**config.mk**
```make
export PLATFORM = sky130hd
export DESIGN_NAME = spi_slave_flat
export DESIGN_NICKNAME = d
export VERILOG_FILES = /design/src/rtl/spi_pkg.sv /design/src/rtl/spi_slave_if.sv /design/src/rtl/spi_sync_edge.sv /design/src/rtl/spi_slave.sv /design/src/flat_wrapper.sv
export SDC_FILE = /design/constraint.sdc
export NUM_CORES = 1
export LEC_CHECK = 0
export CORE_MARGIN = 1
export CORE_UTILIZATION = 49
export CTS_BUF_LIST = sky130_fd_sc_hd__clkbuf_8
export DETAILED_ROUTE_END_ITERATION = 6
export GPL_ROUTABILITY_DRIVEN = 1
export PLACE_DENSITY_LB_ADDON = 0.15
export SYNTH_ARGS = -nofsm -noshare
export SYNTH_HDL_FRONTEND = slang
export SYNTH_SLANG_ARGS = --single-unit
```
**constraint.sdc**
```tcl
create_clock -name sys_clk -period 4.1 [get_ports sys_clk]
set_input_delay 1.025 -clock sys_clk [delete_from_list [all_inputs] [get_ports sys_clk]]
set_output_delay 1.025 -clock sys_clk [all_outputs]
set_load 0.02 [all_outputs]
```
**src/rtl/spi_pkg.sv**
```systemverilog
// Shared SPI constants and types used by the responder and the host-side master.
package spi_pkg;
   localparam int SPI_DATA_W = 8;
   localparam logic [SPI_DATA_W-1:0] SPI_IDLE_WORD = 8'hFF;
   localparam int SPI_CNT_W = $clog2(SPI_DATA_W);
   localparam bit SPI_CPOL = 1'b1;
   localparam bit SPI_CPHA = 1'b1;

   typedef enum logic [0:0] {
      IDLE   = 1'b0,
      ACTIVE = 1'b1
   } spi_state_e;
endpackage

```
**src/rtl/spi_slave_if.sv**
```systemverilog
// Byte-stream side of the SPI responder: RX valid/ready stream and TX holding register.
interface spi_slave_if
   import spi_pkg::*;
#(
   parameter int DATA_W = SPI_DATA_W
);
   logic [DATA_W-1:0] rx_data_o;
   logic              rx_valid_o;
   logic              rx_ready_i;
   logic              rx_overrun_o;
   logic [DATA_W-1:0] tx_data_i;
   logic              tx_valid_i;
   logic              tx_ready_o;

   modport slave (
      output rx_data_o, rx_valid_o, rx_overrun_o, tx_ready_o,
      input  rx_ready_i, tx_data_i, tx_valid_i
   );

   modport master (
      input  rx_data_o, rx_valid_o, rx_overrun_o, tx_ready_o,
      output rx_ready_i, tx_data_i, tx_valid_i
   );
endinterface

```
**src/rtl/spi_sync_edge.sv**
```systemverilog
// Multi-flop synchronizer plus history flop; reports synchronized level and edges.
module spi_sync_edge #(
   parameter int   STAGES  = 2,
   parameter logic RST_VAL = 1'b1
) (
   input  logic clk,
   input  logic rst,
   input  logic din,
   output logic level,
   output logic rise,
   output logic fall
);
   logic [STAGES-1:0] sync;
   logic              hist;

   always_ff @(posedge clk or posedge rst) begin
      if (rst) begin
         sync <= {STAGES{RST_VAL}};
         hist <= RST_VAL;
      end else begin
         sync <= {sync[STAGES-2:0], din};
         hist <= sync[STAGES-1];
      end
   end

   assign level = sync[STAGES-1];
   assign rise  = level & ~hist;
   assign fall  = ~level & hist;
endmodule

```
**src/rtl/spi_slave.sv**
```systemverilog
// SPI mode-3 responder oversampled on sys_clk, bridging SPI pins to a byte stream.
module spi_slave
   import spi_pkg::*;
#(
   parameter int                DATA_W      = SPI_DATA_W,
   parameter logic [DATA_W-1:0] IDLE_WORD   = SPI_IDLE_WORD,
   parameter int                SYNC_STAGES = 2
) (
   input  logic             sys_clk,
   input  logic             sys_rst,
   input  logic             spi_clk_i,
   input  logic             spi_mosi_i,
   input  logic             spi_cs_i,
   output logic             spi_miso_o,
   output logic             busy_o,
   spi_slave_if.slave       strm
);
   localparam int CNT_W = $clog2(DATA_W);
   localparam logic [0:0] S_IDLE   = IDLE;
   localparam logic [0:0] S_ACTIVE = ACTIVE;
   localparam logic [CNT_W-1:0] LAST_BIT = CNT_W'(DATA_W - 1);

   logic sclk_level, sclk_rise, sclk_fall;
   logic mosi_level, mosi_rise, mosi_fall;
   logic cs_level, cs_rise, cs_fall;

   spi_sync_edge #(.STAGES(SYNC_STAGES), .RST_VAL(1'b1)) u_sclk (
      .clk(sys_clk), .rst(sys_rst), .din(spi_clk_i),
      .level(sclk_level), .rise(sclk_rise), .fall(sclk_fall)
   );
   spi_sync_edge #(.STAGES(SYNC_STAGES), .RST_VAL(1'b0)) u_mosi (
      .clk(sys_clk), .rst(sys_rst), .din(spi_mosi_i),
      .level(mosi_level), .rise(mosi_rise), .fall(mosi_fall)
   );
   // CS resets low so a select held low across reset never yields a fall.
   spi_sync_edge #(.STAGES(SYNC_STAGES), .RST_VAL(1'b0)) u_cs (
      .clk(sys_clk), .rst(sys_rst), .din(spi_cs_i),
      .level(cs_level), .rise(cs_rise), .fall(cs_fall)
   );

   logic unused_sync;
   assign unused_sync = ^{sclk_level, mosi_rise, mosi_fall, cs_level};

   logic [0:0]        state;
   logic [CNT_W-1:0]  bit_cnt;
   logic [DATA_W-1:0] tx_shift;
   logic [DATA_W-1:0] rx_shift;
   logic [DATA_W-1:0] rx_word;
   logic [DATA_W-1:0] rx_data;
   logic              rx_valid;
   logic              rx_overrun;
   logic [DATA_W-1:0] hold_data;
   logic              hold_full;
   logic              miso;

   assign rx_word = {rx_shift[DATA_W-2:0], mosi_level};

   always_ff @(posedge sys_clk or posedge sys_rst) begin
      if (sys_rst) begin
         state      <= S_IDLE;
         bit_cnt    <= '0;
         tx_shift   <= '0;
         rx_shift   <= '0;
         rx_data    <= '0;
         rx_valid   <= 1'b0;
         rx_overrun <= 1'b0;
         hold_data  <= '0;
         hold_full  <= 1'b0;
         miso       <= 1'b1;
      end else begin
         rx_overrun <= 1'b0;
         if (rx_valid && strm.rx_ready_i)
            rx_valid <= 1'b0;
         // Write needs an empty holding register, load needs a full one,
         // so a same-cycle write never feeds the bit-0 load.
         if (strm.tx_valid_i && !hold_full) begin
            hold_data <= strm.tx_data_i;
            hold_full <= 1'b1;
         end

         case (state)
            S_IDLE: begin
               bit_cnt <= '0;
               miso    <= 1'b1;
               if (cs_fall)
                  state <= S_ACTIVE;
            end
            default: begin
               if (cs_rise) begin
                  state   <= S_IDLE;
                  bit_cnt <= '0;
                  miso    <= 1'b1;
               end else begin
                  if (sclk_fall) begin
                     if (bit_cnt == '0) begin
                        if (hold_full) begin
                           miso      <= hold_data[DATA_W-1];
                           tx_shift  <= {hold_data[DATA_W-2:0], 1'b0};
                           hold_full <= 1'b0;
                        end else begin
                           miso     <= IDLE_WORD[DATA_W-1];
                           tx_shift <= {IDLE_WORD[DATA_W-2:0], 1'b0};
                        end
                     end else begin
                        miso     <= tx_shift[DATA_W-1];
                        tx_shift <= {tx_shift[DATA_W-2:0], 1'b0};
                     end
                  end
                  if (sclk_rise) begin
                     rx_shift <= rx_word;
                     if (bit_cnt == LAST_BIT) begin
                        bit_cnt <= '0;
                        if (!rx_valid || strm.rx_ready_i) begin
                           rx_data  <= rx_word;
                           rx_valid <= 1'b1;
                        end else begin
                           rx_overrun <= 1'b1;
                        end
                     end else begin
                        bit_cnt <= bit_cnt + 1'b1;
                     end
                  end
               end
            end
         endcase
      end
   end

   assign spi_miso_o        = miso;
   assign busy_o            = (state == S_ACTIVE);
   assign strm.rx_data_o    = rx_data;
   assign strm.rx_valid_o   = rx_valid;
   assign strm.rx_overrun_o = rx_overrun;
   assign strm.tx_ready_o   = ~hold_full;
endmodule
```
**src/flat_wrapper.sv**
```systemverilog
// flat-port wrapper written by rule: the top's interface ports become plain ports
module spi_slave_flat import spi_pkg::*;
#(
   parameter int                DATA_W      = SPI_DATA_W,
   parameter logic [DATA_W-1:0] IDLE_WORD   = SPI_IDLE_WORD,
   parameter int                SYNC_STAGES = 2
)
  (sys_clk, sys_rst, spi_clk_i, spi_mosi_i, spi_cs_i, spi_miso_o, busy_o, strm_rx_data_o, strm_rx_valid_o, strm_rx_overrun_o, strm_tx_ready_o, strm_rx_ready_i, strm_tx_data_i, strm_tx_valid_i);
  spi_slave_if #(.DATA_W(DATA_W)) strm_i ();
  input  logic sys_clk;
  input  logic sys_rst;
  input  logic spi_clk_i;
  input  logic spi_mosi_i;
  input  logic spi_cs_i;
  output logic spi_miso_o;
  output logic busy_o;
  output wire logic [$bits(strm_i.rx_data_o)-1:0] strm_rx_data_o;
  output wire logic [$bits(strm_i.rx_valid_o)-1:0] strm_rx_valid_o;
  output wire logic [$bits(strm_i.rx_overrun_o)-1:0] strm_rx_overrun_o;
  output wire logic [$bits(strm_i.tx_ready_o)-1:0] strm_tx_ready_o;
  input wire logic [$bits(strm_i.rx_ready_i)-1:0] strm_rx_ready_i;
  input wire logic [$bits(strm_i.tx_data_i)-1:0] strm_tx_data_i;
  input wire logic [$bits(strm_i.tx_valid_i)-1:0] strm_tx_valid_i;
  assign strm_rx_data_o = strm_i.rx_data_o;
  assign strm_rx_valid_o = strm_i.rx_valid_o;
  assign strm_rx_overrun_o = strm_i.rx_overrun_o;
  assign strm_tx_ready_o = strm_i.tx_ready_o;
  assign strm_i.rx_ready_i = strm_rx_ready_i;
  assign strm_i.tx_data_i = strm_tx_data_i;
  assign strm_i.tx_valid_i = strm_tx_valid_i;
  spi_slave #(.DATA_W(DATA_W), .IDLE_WORD(IDLE_WORD), .SYNC_STAGES(SYNC_STAGES)) u_core (.sys_clk(sys_clk), .sys_rst(sys_rst), .spi_clk_i(spi_clk_i), .spi_mosi_i(spi_mosi_i), .spi_cs_i(spi_cs_i), .spi_miso_o(spi_miso_o), .busy_o(busy_o), .strm(strm_i));
endmodule
```
======== Yosys cells after proc, flatten, opt, wreduce, memory -nomap -nowiden ========
Index checks and enable logic that the tools add are counted.
cells by class
  $add $sub $neg .......................... 1
  eq/ne operators ......................... 3
  mux-type cells .......................... 31
  bitwise gates (word level) .............. 10
  reductions and logical operators ........ 9
operators with widths
  operator                                                                 count
  1-bit two-way mux                                                        25
  8-bit two-way mux                                                        2
  3-bit two-way mux                                                        4
  3-bit by 1-bit inequality test with 1-bit output, second input constant  2
  1-bit inverter                                                           6
  3-bit AND reduction                                                      2
  5-bit AND reduction                                                      1
  1-bit bitwise AND                                                        4
  3-bit by 1-bit adder with 3-bit output, second input constant            1
  3-bit == test, second input constant                                     1
  3-bit logical NOT                                                        1
  1-bit logical AND                                                        2
  1-bit logical NOT                                                        2
  1-bit logical OR                                                         1
word-level totals
  register bits ........................... 47
  input port bits ......................... 15

======== Logic depth before layout (Yosys ltp) ========
  depth after elaboration ................. 8
  depth in mapped cells ................... 6

======== Hierarchy ========
A second synthesis with hierarchy kept.
second synthesis, totals
  cell total of the unflattened synthesis .. 143
  area, all modules ....................... 1903.1 um2
by module, submodules not included
  module                            instances  cells each  area an instance (um2)
  spi_slave                         1          125         1617.8
  spi_sync_edge at u_core.u_cs ...  2          6           93.8
  spi_sync_edge at u_core.u_sclk    1          6           97.6

======== Least setup slack after synthesis ========
No wires, ideal clock.
  kind .................................... input to register
  from .................................... input strm_rx_ready_i
  to ...................................... register u_core.rx_data[0], in the netlist u_core.strm.rx_data_o[0]
  setup time .............................. 125 ps
  arrival ................................. 1694 ps
  required time ........................... 3975 ps
  path slack .............................. 2281 ps
  stages on the path ...................... 3
  cell sequence ........................... nand2b_1 > nand4b_4 > mux2_2
on the way
  longest elaborated chain between the ends .. 2
RTL lines
  what                           RTL line            source
  start, declared                flat_wrapper.sv:21  input wire logic [$bits(strm_i.rx_ready_i)-1:0] strm_rx_ready_i;
  1-bit logical OR               spi_slave.sv:113    if (!rx_valid || strm.rx_ready_i) begin
  5-bit AND reduction (no line)  --
  end signal, assigned           spi_slave.sv:114    rx_data <= rx_word;
  end, declared                  spi_slave.sv:49     logic [DATA_W-1:0] rx_data;
Every way passes these cells.
A chain may end at the register's enable or synchronous reset.

======== Worst setup path after layout ========
  from .................................... register u_core.hold_full
  to ...................................... output strm_tx_ready_o
on the way
  longest elaborated chain between the ends .. 1
RTL lines
  what                    RTL line            source
  start, declared         spi_slave.sv:53     logic hold_full;
  start signal, assigned  spi_slave.sv:68     hold_full <= 1'b0;
  start signal, assigned  spi_slave.sv:78     hold_full <= 1'b1;
  start signal, assigned  spi_slave.sv:99     hold_full <= 1'b0;
  1-bit inverter          spi_slave.sv:134    assign strm.tx_ready_o = ~hold_full;
  end, declared           flat_wrapper.sv:20  output wire logic [$bits(strm_i.tx_ready_o)-1:0] strm_tx_ready_o;
Every way passes these cells.

==> results_dict.tcl <==
set metrics [dict create \
    layout_commonest_cell "dfrtp_1" \
    vdd_drop_max_v 0.000275 \
    r2r_cells 5 \
    layout-drive-gt1-share_pct 26.9 \
    wl_per_cell_um 14.0 \
    layout_common_cells "42 x dfrtp_1, 27 x mux2_2, 27 x clkdlybuf4s50_1, 8 x inv_1" \
    nFillCells 319 \
    die_h_um 64.8 \
    root_buffer "clkbuf_8" \
    routed_wl_mm 3.02 \
    ys_ff_latch 46 \
    rows 22 \
    layout_setup_ws_ns 1.57 \
    avgViaCountPerCell 5.09 \
    worstReg2RegStart "u_core.bit_cnt[0]$_DFFE_PP0P_" \
    place_ws_ns 1.47 \
    clock_latency_ns 0.29 \
    worst_pin_slew_ns 1.03 \
    io_buffer_count 27 \
    start_kind "flop" \
    cts.htree.levels 2 \
    hpwl_mm 2.16 \
    grt_usage_pct 17.8 \
    grt_pass1_wl_mm 5.51 \
    r2r_slack_ns 2.07 \
    status "finished clean" \
    grt_max_degree 30 \
    rsz0062_at_grt "false" \
    hold_buffers 0 \
    post-synth-top-area-fraction_pct 54.5 \
    avgSynthCellArea_um2 14.1 \
    arrival_ns 1.51 \
    cts.sinks 46 \
    power_density_mw_per_mm2 483 \
    worstSetupEndpointType "output pin" \
    grt-ovfl-total 0 \
    final_area_mm2 0.00233 \
    cp_max_fo 11 \
    drt_first_pass_iters 4 \
    endpoint "strm_tx_ready_o" \
    die-area_mm2 0.00419 \
    area_growth_pct 20.8 \
    synth.yosys.seq_area_share_pct 59.9 \
    cts.path.max_buffers 2 \
    antenna_found_initial 0 \
    fin_skew_ns 0.00743 \
    cap_violations 0 \
    period_share_pct 61.8 \
    synth.area.top_cells "dfrtp_1 54%, mux2_2 16%, dfstp_2 5.4%" \
    num_vias 1095 \
    ios 28 \
    worstReg2RegEnd "u_core.tx_shift[4]$_DFFE_PP0P_" \
    syn_inst 137 \
    cts.clk_slew.worst_paths_ns 0.08 \
    fmax_ghz 0.395 \
    synth_nets 156 \
    slew_viol_final 0 \
    yosys.cell_types.count 24 \
    postCtsSetupRepairBufs 0 \
    p_leak_nw 1.10 \
    n_antenna_cell 0 \
    post_cts_resized 0 \
    hp-start "u_core.u_cs.sync[0]$_DFF_PP0_" \
    coreArea_mm2 0.00372 \
    hold_viol_final 0 \
    yosysTopAreaCell "dfrtp_1" \
    syn_area_mm2 0.00193 \
    place.gp.congestion 0.704 \
    placed_cell_area_mm2 0.00223 \
    dieWidth_um 64.8 \
    nets 185 \
    initial_core_util_pct 51.9 \
    critPathLaunch "u_core.hold_full$_DFF_PP0_" \
    numCtsBuffers 5 \
    ant_nets 0 \
    finalCriticalPeriod_ns 2.53 \
    fin_tns_setup_ns 0 \
    hold_path.class "flop to flop" \
    finalSetupViolations 0 \
    slew-limit-headroom_pct 30.9 \
    cts_tree "built" \
    first_iter_violations 76 \
    worst_ep_required_time_ns 3.07 \
    yosysWarnings 0 \
    grt_pass1_vias 1189 \
    path_class "flop to output pin" \
    drc 0 \
]
## synthesized netlist by cell type
cell	number
dfstp_2	4
buf_2	3
nand4bb_1	3
o21ai_0	4
ha_1	4
o22a_1	1
mux2i_1	7
buf_6	1
nand2b_1	5
buf_4	2
nor2b_1	6
nor2_1	5
nand4b_4	1
mux2_4	2
inv_1	8
nand4_1	1
nand3_2	2
o2111ai_1	1
dfrtp_1	42
o211ai_1	1
mux2_2	27
a21oi_1	1
nand2_1	5
nand3b_1	1
## through the flow
step | util [%] | total power, W | hold WS (ns) | instances
2_1_floorplan | - | 0.000778 | 0.331 | 137
4_1_cts | 62.7 | 0.00114 | 0.358 | 215
5_1_grt | 62.7 | 0.00120 | 0.363 | 215
3_3_place_gp | 59.9 | 0.000826 | 0.335 | 207
3_5_place_dp | 59.9 | 0.000839 | 0.338 | 207
6_report | 62.7 | 0.00113 | 0.354 | 215
## power by group
part           switching, W  leakage (nW)  total, W  internal [W]
registers         0.0000579         0.566  0.000617      0.000559
clock network      0.000144        0.0544  0.000299      0.000154
logic             0.0000798         0.475  0.000209      0.000129
total              0.000282          1.10   0.00113      0.000843
## worst min path at each step
stage	endpoint	cells past startpoint
floorplan	u_core.u_cs.sync[1]$_DFF_PP0_	0
global placement	u_core.u_cs.sync[1]$_DFF_PP0_	0
detailed placement	u_core.u_cs.sync[1]$_DFF_PP0_	0
CTS	u_core.u_cs.sync[1]$_DFF_PP0_	0
global route	u_core.u_mosi.sync[1]$_DFF_PP0_	0
finish	u_core.u_cs.sync[1]$_DFF_PP0_	0
## layout make-up
type | count | area, µm² | share of cell area [%]
inverter | 8 | 30.0 | 1.29
multi-input combinational | 77 | 702 | 30.1
clock inverter | 1 | 8.76 | 0.376
sequential | 46 | 1160 | 49.6
timing repair buffer | 28 | 278 | 11.9
clock buffer | 7 | 96.3 | 4.13
tap | 48 | 60.1 | 2.58
## logic make-up (layout without fill, tap and decap cells)
logic type               Yosys count  in the layout  synth area share (%)
AO/OA/AOI/OAI                      8              8                  2.59
buffers and inverters             14             44                  3.70
AND/OR/NAND/NOR                   29             29                  10.2
adder cells (fa/ha/maj)            4              4                  2.59
multiplexers                      36             36                  20.9
flip-flops                        46             46                  59.9
## state kept, by name, summed over array words and instances (netlist names)
| name | count |
|---|---|
| u_core.hold_data | 8 |
| u_core.bit_cnt | 3 |
| u_core.u_mosi.sync | 2 |
| u_core.u_sclk.hist | 1 |
| u_core.rx_shift | 7 |
| u_core.u_cs.hist | 1 |
| u_core.busy_o | 1 |
| u_core.u_sclk.sync | 2 |
| u_core.tx_shift | 7 |
| u_core.u_cs.sync | 2 |
| u_core.strm.rx_valid_o | 1 |
| u_core.strm.rx_data_o | 8 |
| u_core.spi_miso_o | 1 |
| u_core.strm.rx_overrun_o | 1 |
| u_core.hold_full | 1 |
## per-layer routing
layer	global-route usage (%)	wire length [µm]	vias to the layer above
li1	-	-	524
met1	24.0	1420	541
met2	26.3	1410	26
met3	4.75	132	4
met4	8.61	53	0
met5	0	0	-
## critical path: stages (launching register included)
cell	delay [ns]
dfrtp_1	0.50
inv_1	0.12
clkdlybuf4s50_1	0.60
No activity file was read; power rests on OpenSTA's default activity.
